<file path="src/rtl/alu_seq.sv">
// alu_seq: multi-cycle ALU with a valid/ready request side and a registered result.
// Ports: clk, rst (async, active-high); in_valid/in_ready with a, b, op; out_valid/out_ready with result, result_hi, carry, zero, div_by_zero.
`timescale 1ns/1ps
module alu_seq #(
  parameter int WIDTH = 32
) (
  input  logic             clk,
  input  logic             rst,
  input  logic             in_valid,
  output logic             in_ready,
  input  logic [WIDTH-1:0] a,
  input  logic [WIDTH-1:0] b,
  input  logic [2:0]       op,
  output logic             out_valid,
  input  logic             out_ready,
  output logic [WIDTH-1:0] result,
  output logic [WIDTH-1:0] result_hi,
  output logic             carry,
  output logic             zero,
  output logic             div_by_zero
);

  localparam int CNT_W = $clog2(WIDTH) + 1;
  localparam int W2    = 2 * WIDTH;

  typedef enum logic [1:0] {
    S_IDLE, S_MUL, S_DIV, S_DONE
  } state_t;

  state_t state_q, state_d;

  logic [W2-1:0]    acc_q, acc_d;
  logic [W2-1:0]    mcd_q, mcd_d;
  logic [WIDTH-1:0] mpl_q, mpl_d;
  logic [CNT_W-1:0] cnt_q, cnt_d;
  logic [WIDTH-1:0] res_q, res_d;
  logic [WIDTH-1:0] hi_q, hi_d;
  logic             cy_q, cy_d;
  logic             zf_q, zf_d;
  logic             dz_q, dz_d;
  logic             ov_q, ov_d;

  logic             accept;
  logic             b_zero;
  logic             last;
  logic             fin;
  logic [WIDTH:0]   sum;
  logic [WIDTH:0]   dif;
  logic [W2-1:0]    mul_acc;
  logic [WIDTH:0]   rtop;
  logic [WIDTH:0]   dvs;
  logic             ge;
  logic [WIDTH-1:0] rnew;
  logic [W2-1:0]    div_acc;

  assign accept = in_valid && in_ready;
  assign b_zero = (b == '0);
  assign last   = (cnt_q == CNT_W'(1));
  assign sum    = {1'b0, a} + {1'b0, b};
  assign dif    = {1'b0, a} - {1'b0, b};

  // Shift-add: acc collects the product, mcd walks left, mpl walks right.
  assign mul_acc = mpl_q[0] ? acc_q + mcd_q : acc_q;

  // Restoring division: acc = {remainder, dividend/quotient}.
  // Trial is the remainder shifted left with the next dividend bit.
  assign rtop    = acc_q[W2-1:WIDTH-1];
  assign dvs     = {1'b0, mcd_q[WIDTH-1:0]};
  assign ge      = (rtop >= dvs);
  assign rnew    = ge ? WIDTH'(rtop - dvs) : rtop[WIDTH-1:0];
  assign div_acc = {rnew, acc_q[WIDTH-2:0], ge};

  always_ff @(posedge clk or posedge rst) begin
    if (rst) state_q <= S_IDLE;
    else     state_q <= state_d;
  end

  always_comb begin
    state_d = state_q;
    unique case (state_q)
      S_IDLE: begin
        if (accept) begin
          if (op == 3'b101)                 state_d = S_MUL;
          else if (op == 3'b110 && !b_zero) state_d = S_DIV;
          else                              state_d = S_DONE;
        end
      end
      S_MUL, S_DIV: if (last) state_d = S_DONE;
      S_DONE:       if (out_ready) state_d = S_IDLE;
      default:      state_d = S_IDLE;
    endcase
  end

  always_comb begin
    in_ready = (state_q == S_IDLE);
  end

  always_comb begin
    acc_d = acc_q;
    mcd_d = mcd_q;
    mpl_d = mpl_q;
    cnt_d = cnt_q;
    res_d = res_q;
    hi_d  = hi_q;
    cy_d  = cy_q;
    zf_d  = zf_q;
    dz_d  = dz_q;
    ov_d  = ov_q;
    fin   = 1'b0;
    unique case (state_q)
      S_IDLE: begin
        if (accept) begin
          fin  = 1'b1;
          hi_d = '0;
          cy_d = 1'b0;
          dz_d = 1'b0;
          unique case (op)
            3'b000: res_d = ~a;
            3'b001: res_d = a & b;
            3'b010: res_d = a | b;
            3'b111: res_d = a ^ b;
            3'b011: {cy_d, res_d} = sum;
            3'b100: {cy_d, res_d} = dif;
            3'b101: begin
              fin   = 1'b0;
              acc_d = '0;
              mcd_d = {{WIDTH{1'b0}}, a};
              mpl_d = b;
              cnt_d = CNT_W'(WIDTH);
            end
            3'b110: begin
              if (b_zero) begin
                res_d = '1;
                hi_d  = a;
                dz_d  = 1'b1;
              end else begin
                fin   = 1'b0;
                acc_d = {{WIDTH{1'b0}}, a};
                mcd_d = {{WIDTH{1'b0}}, b};
                cnt_d = CNT_W'(WIDTH);
              end
            end
            default: res_d = res_q;
          endcase
        end
      end
      S_MUL: begin
        acc_d = mul_acc;
        mcd_d = mcd_q << 1;
        mpl_d = mpl_q >> 1;
        cnt_d = cnt_q - CNT_W'(1);
        if (last) begin
          fin   = 1'b1;
          res_d = mul_acc[WIDTH-1:0];
          hi_d  = mul_acc[W2-1:WIDTH];
          cy_d  = 1'b0;
          dz_d  = 1'b0;
        end
      end
      S_DIV: begin
        acc_d = div_acc;
        cnt_d = cnt_q - CNT_W'(1);
        if (last) begin
          fin   = 1'b1;
          res_d = div_acc[WIDTH-1:0];
          hi_d  = div_acc[W2-1:WIDTH];
          cy_d  = 1'b0;
          dz_d  = 1'b0;
        end
      end
      S_DONE: if (out_ready) ov_d = 1'b0;
      default: ov_d = 1'b0;
    endcase
    if (fin) begin
      ov_d = 1'b1;
      zf_d = (res_d == '0);
    end
  end

  always_ff @(posedge clk or posedge rst) begin
    if (rst) begin
      acc_q <= '0;
      mcd_q <= '0;
      mpl_q <= '0;
      cnt_q <= '0;
      res_q <= '0;
      hi_q  <= '0;
      cy_q  <= 1'b0;
      zf_q  <= 1'b0;
      dz_q  <= 1'b0;
      ov_q  <= 1'b0;
    end else begin
      acc_q <= acc_d;
      mcd_q <= mcd_d;
      mpl_q <= mpl_d;
      cnt_q <= cnt_d;
      res_q <= res_d;
      hi_q  <= hi_d;
      cy_q  <= cy_d;
      zf_q  <= zf_d;
      dz_q  <= dz_d;
      ov_q  <= ov_d;
    end
  end

  assign out_valid   = ov_q;
  assign result      = res_q;
  assign result_hi   = hi_q;
  assign carry       = cy_q;
  assign zero        = zf_q;
  assign div_by_zero = dz_q;

endmodule

</file>
<file path="config.mk">
export PLATFORM = sky130hd
export DESIGN_NAME = alu_seq
export DESIGN_NICKNAME = d
export VERILOG_FILES = /design/src/rtl/alu_seq.sv
export SDC_FILE = /design/constraint.sdc
export NUM_CORES = 1
export LEC_CHECK = 0
export CAP_MARGIN = 5
export CORE_MARGIN = 2
export CORE_UTILIZATION = 46
export CTS_CLUSTER_SIZE = 14
export DETAILED_ROUTE_END_ITERATION = 16
export PLACE_DENSITY = 0.67
export SLEW_MARGIN = 20
export SYNTH_ARGS = -nofsm -noshare
export SYNTH_HDL_FRONTEND = slang
export SYNTH_SLANG_ARGS = --single-unit
</file>
<file path="constraint.sdc">
create_clock -name clk -period 7.3 [get_ports clk]
set_clock_uncertainty 0.1 [all_clocks]
set_input_delay 1.095 -clock clk [delete_from_list [all_inputs] [get_ports clk]]
set_output_delay 1.095 -clock clk [all_outputs]
set_load 0.005 [all_outputs]
</file>
Yosys cells after proc, flatten, opt, wreduce, memory -nomap -nowiden

Cells that the tools add are included.

Bits in registers: 236
Input port bits: 71

$add $sub $neg: 5
Order comparisons: 1
Equal/unequal tests: 19
Mux-type cells: 50
Bitwise operators: 4
Reductions and logical operators: 21

Operators with widths:

| cell                                                           | count |
|---|---|
| 32-bit 2-to-1 mux                                              | 12 |
| 64-bit case mux with 2 select lines                            | 3 |
| 64-bit 2-to-1 mux                                              | 5 |
| 32-bit case mux with 7 select lines                            | 1 |
| 32-bit case mux with 3 select lines                            | 2 |
| 64-bit case mux with 3 select lines                            | 1 |
| 64-bit adder                                                   | 1 |
| 32-bit zero test                                               | 2 |
| 32-bit case mux with 2 select lines                            | 1 |
| 32-bit by 32-bit adder with 33-bit output                      | 1 |
| 33-bit by 32-bit greater-or-equal comparator with 1-bit output | 1 |
| 32-bit by 32-bit subtractor with 33-bit output                 | 1 |
| 32-bit AND                                                     | 1 |
| 32-bit inverter                                                | 1 |
| 32-bit bitwise OR                                              | 1 |
| 32-bit subtractor                                              | 1 |
| 32-bit bitwise XOR                                             | 1 |
| 6-bit case mux with 2 select lines                             | 2 |
| 4-bit AND reduction                                            | 4 |
| 3-bit == test (second input constant)                          | 4 |
| 6-bit 2-to-1 mux                                               | 2 |
| 1-bit 2-to-1 mux                                               | 11 |
| 1-bit case mux with 2 select lines                             | 5 |
| 3-bit AND reduction                                            | 3 |
| other kinds (20)                                               | 33 |

Longest topological paths before layout

Depth in word-level cells: 7
Depth in mapped cells: 16

Worst setup path after synthesis

No wires, ideal clock.

Path kind: input-to-reg
Start point: input a[0]
End point: register zf_q, in the netlist zero
Library setup time: 80 ps
Arrival time: 4,283 ps
Data required time: 7,120 ps
Setup slack: 2,837 ps
Stages on the path: 16
Cell sequence: inv_1 > ha_1 > inv_1 > fa_1 > nor2b_1 > o21bai_1 > a211oi_1 > o211ai_1 > and3_1 > o21ai_0 > a311oi_1 > o21ai_0 > a2111o_1 > or3_1 > or4_1 > o22ai_2

Longest elaborated chain between the ends: 5
Elaborated cells between the ends (all ways): 10

RTL lines:

| what                                                                                                               | line   | RTL |
|---|---|---|
| from (decl)                                                                                                        | 11     | `input logic [WIDTH-1:0] a,` |
| 32-bit by 32-bit subtractor with 33-bit output / 32-bit by 32-bit adder with 33-bit output (equally long branches) | 60, 59 |  |
| 32-bit case mux with 7 select lines (*)                                                                            | 117    | `unique case (op)` |
| 32-bit 2-to-1 mux (*)                                                                                              | 112    | `if (accept) begin` |
| 32-bit case mux with 3 select lines (*)                                                                            | 110    | `unique case (state_q)` |
| net res_d[20]                                                                                                      | 36     | `logic [WIDTH-1:0] res_q, res_d;` |
| 32-bit zero test (*)                                                                                               | 176    | `zf_d = (res_d == '0);` |
| to (signal assigned)                                                                                               | 200    | `zf_q <= zf_d;` |
| to (decl)                                                                                                          | 39     | `logic zf_q, zf_d;` |

Mark *: on every way through the listed nets, which the timed path passes. The rest lies on a longest branch.
A chain may end at the register's enable or synchronous reset.

Worst setup path after layout

Start point: input b[4]
End point: register zf_q, in the netlist zero

Longest elaborated chain between the ends: 6
Elaborated cells between the ends (all ways): 15

RTL lines:

| what                                                                                   | line | RTL |
|---|---|---|
| from (decl)                                                                            | 12   | `input logic [WIDTH-1:0] b,` |
| branches (longest 2 deep; another with 32-bit by 32-bit subtractor with 33-bit output) | n/a  |  |
| 32-bit case mux with 7 select lines (*)                                                | 117  |  |
| 32-bit 2-to-1 mux (*)                                                                  | 112  |  |
| 32-bit case mux with 3 select lines (*)                                                | 110  |  |
| net res_d[31]                                                                          | 36   |  |
| 32-bit zero test (*)                                                                   | 176  |  |

Mark *: on every way through the listed nets, which the timed path passes.

==> metrics.md <==
| Metric | Value |
|---|---|
| Initial DRC count | `3,591` |
| Vias in the first global route | `25,200` |
| Clock sink count | `around 240` |
| Pins Over Slew Limit | `0` |
| Num rows | `83` |
| DR WL met2 | `47,800 um` |
| Sw power | `around 6300 uW` |
| First-pass GRT wire length | `approximately 170,000 um` |
| Total congestion overflow | `0` |
| Max Used Layer | `met5` |
| Synth top area cells | `dfrtp_1 (24%), ha_1 (11%), a21oi_1 (8.8%)` |
| Total Nets Final | `3,611` |
| Multiplexer area fraction after synthesis | `0.04000` |
| CTS Buffer Depth | `3` |
| HP Class | `register to register` |
| Sequential Power Share | `0.211` |
| Slew margin rel. | `0.2263` |
| Arrival @ worst endpoint | `6250 ps` |
| Post-synthesis adder-cell area fraction | `0.1106` |
| Yosys reg bits | `236` |
| GPL Wtd Cong | `1.031` |
| Placed Cells | `3,976` |
| WP data required | `7710 ps` |
| Reg clk slew, reported paths | `60 ps` |
| Post-route ant nets | `0` |
| DP Wirelength | `~86,000 um` |
| Skew-Pair Late Insertion Delay | `between 600 and 700 ps` |
| Total global-route track usage | `0.4107` |
| WL final | `114,000 um` |
| Layout cells sized above 1 | `0.05519` |
| Area Overhead vs Synth | `13.10%` |
| CTS root buffer | `clkbuf_16` |
| First drt pass iteration count | `7` |
| Post-synth cell types | `87` |
| Worst Setup Start Kind | `input port` |
| Fmax | `171.2 MHz` |
| Post-Synth XOR/XNOR Area | `0.03446` |
| Cell taking the most area after synthesis | `dfrtp_1` |
| CTS buffer count | `31` |
| Crit path time final | `5842 ps` |
| Least-Margin Pin Slew | `about 1200 ps` |
| Post-synth top area share | `0.2446` |
| Synth Instances | `between 3,000 and 4,000` |
| CP Capture Type | `register` |
| Initial antenna violation count | `5` |
| PortBufs | `139` |
| Kind of critical path | `input port to register` |
| Chip width | `around 230 um` |
| Max-cap violations | `0` |
| Setup Buffers After CTS | `0` |
| Most frequent cell after synthesis | `a21oi_1` |
| RSZ-0062 raised after global routing | `no` |
| Met3 routed WL | `13,530 um` |
| Top Ports | `140` |
| Cts hold-fix bufs | `0` |
| Vias per cell | `between 6 and 7` |
| # resized after CTS | `0` |
| Internal power | `between 5000 and 6000 uW` |
| VDD IR max | `0.4676 mV` |
| Leak | `about 0.012 uW` |
| Setup violators final | `0` |
| Mapped Avg Cell Area | `7.368 um2` |
| Synth Area in Compound Gates | `0.3243` |
| Die area | `around 54,000 um2` |
| DRC violations left | `0` |
| Fin cells | `4,034` |
| Crit Path Max Fanout | `9` |
| Core Region | `51,610 um2` |
| Pwr dens | `~430 nW/um2` |
| FILL cells | `between 4,000 and 5,000` |
| Final setup TNS | `0 ps` |
| Simple-gate share of the synthesized area | `0.1849` |
| Post-synth EDFFs | `0` |
| WL per Instance | `28.25 um` |
| Register area share after synthesis | `0.2446` |
| Tcrit/Tclk final | `0.8003` |
| Post-synth top cells | `a21oi_1 (425), nand2_1 (420), o21ai_0 (300), nor2_1 (256), dfrtp_1 (236)` |
| Proportion of power drawn by combinational gates | `0.659` |
| Clock network power share | `0.129` |
| Most common flop cell mapped by yosys | `dfrtp_1` |
| Final Hold Fails | `0` |
| Initial Util | `0.4678` |
| H-tree levels | `1` |
| Status | `finished clean` |
| Syn_nets | `about 3,600` |
| Post-Synthesis Cell Area | `about 24,000 um2` |
| Largest net degree at the start of global routing | `between 150 and 200` |
| Synth warnings | `0` |
| Net Sw Frac | `0.5341` |
| Main combinational cell family by area after synthesis | `compound AO/OA/AOI/OAI gates` |
| Ys async rst share | `1.000` |
| TritonCTS clock tree | `done` |
| Routed length on met1 | `about 46,000 um` |
| Die Y | `between 200 and 250 um` |
| Vias after detailed routing | `27,330` |
## critical path, stage by stage
cell and delay [ps]:
clkdlybuf4s50_1 780, inv_1 160, ha_1 440, a21o_1 260, a31oi_1 430, a211oi_1 230, o31ai_1 700, nand2_1 320
a21o_1 280, o41ai_1 370, nand4_1 120, a221o_1 280, and3_2 180, or4_1 500, o22ai_2 100
## cells in the final DEF (no fill, tap or decap), types with 9 or more instances in the layout
master	count
a31oi_1	47
o211ai_1	26
nand4_1	31
nor4_1	28
and2_1	13
nand2b_1	24
clkdlybuf4s50_1	136
nor2b_1	19
and3_1	16
a211oi_1	41
ha_1	204
nand3_1	61
inv_1	185
o21bai_1	31
a21o_1	61
a21oi_1	424
o21ai_0	300
o31ai_1	27
xor2_1	41
nor3_1	79
a221oi_1	23
o221ai_1	12
mux2i_1	92
xnor2_1	54
nor2_1	251
o22a_1	11
nand2_1	420
or3_1	14
buf_4	77
o211a_1	9
a22o_1	10
a22oi_1	43
a221o_1	13
dfrtp_1	235
o22ai_1	18
a211o_1	11
a2111oi_0	14
clkbuf_16	31
o21a_1	36
## metrics by stage
step | hold WS (ps) | instance area (um2) | total power, uW | util | worst slack (ps)
after floorplan | 372.0 | 24150 | 7286 | - | 2837
after global placement | 376.6 | 26320 | 9760 | 0.5100 | 1071
after detailed placement | 376.0 | 26320 | 9893 | 0.5100 | 1072
after CTS | 389.0 | 27300 | 11450 | 0.5290 | 1674
after global routing | 433.8 | 27300 | 12370 | 0.5290 | 1238
final | 387.1 | 27310 | 11730 | 0.5291 | 1458
## final timing paths
| kind | from | end | slack (ps) | cells past startpoint |
|---|---|---|---|---|
| setup / recovery | b[4] | zero | 1460 | 15 |
| hold / removal | result_hi[0] | result_hi[0] | 390 | 2 |
| setup reg to reg | acc_q[34] | acc_q[38] | 1990 | 13 |
| hold reg to reg | result_hi[0] | result_hi[0] | 390 | 2 |
| max in group asynchronous | rst | mpl_q[0] | 4790 | 3 |
| min in group asynchronous | rst | result_hi[6] | 810 | 2 |
## per-layer routing
metal	up-vias	track usage
li1	12030	-
met3	349	0.1068
met4	4	0.1975
met1	13160	0.5532
met2	1780	0.6091
met5	-	0
## state kept, by name, summed over array words and instances, names as in the netlist, 2 cells and up
| name | flops |
|---|---|
| mpl_q | 32 |
| state_q | 2 |
| result_hi | 32 |
| result | 32 |
| cnt_q | 6 |
| mcd_q | 64 |
| acc_q | 64 |
## logic make-up after synthesis
logic type,Yosys count
AOI/OAI and AO/OA,1250
xor gates and xnor gates,95
adders and majority gates,211
buffers and inverters,386
DFF,236
muxes,96
and+or+nand+nor,1003
## power by group through the flow
| stage | Clock [uW] | Sequential, uW | Combinational, uW |
|---|---|---|---|
| after floorplan | 0 | 2220 | 5070 |
| after global placement | 0 | 2460 | 7300 |
| after detailed placement | 0 | 2470 | 7420 |
| after CTS | 1520 | 2460 | 7480 |
| after global routing | 1560 | 2520 | 8290 |
| final | 1520 | 2480 | 7740 |
## layout make-up
type | instances | area (um2) | area share
multi-input cells | 2655 | 16880 | 0.6180
flip-flops and latches | 236 | 5907 | 0.2163
repair buffers | 218 | 1986 | 0.07271
clock buffers | 44 | 874.6 | 0.03202
well taps | 680 | 850.8 | 0.03115
inverters | 187 | 705.7 | 0.02584
clock inverters | 12 | 105.1 | 0.003848
diodes | 2 | 5.005 | 0.0001833
Note: power is estimated with default switching activity, not from simulation.
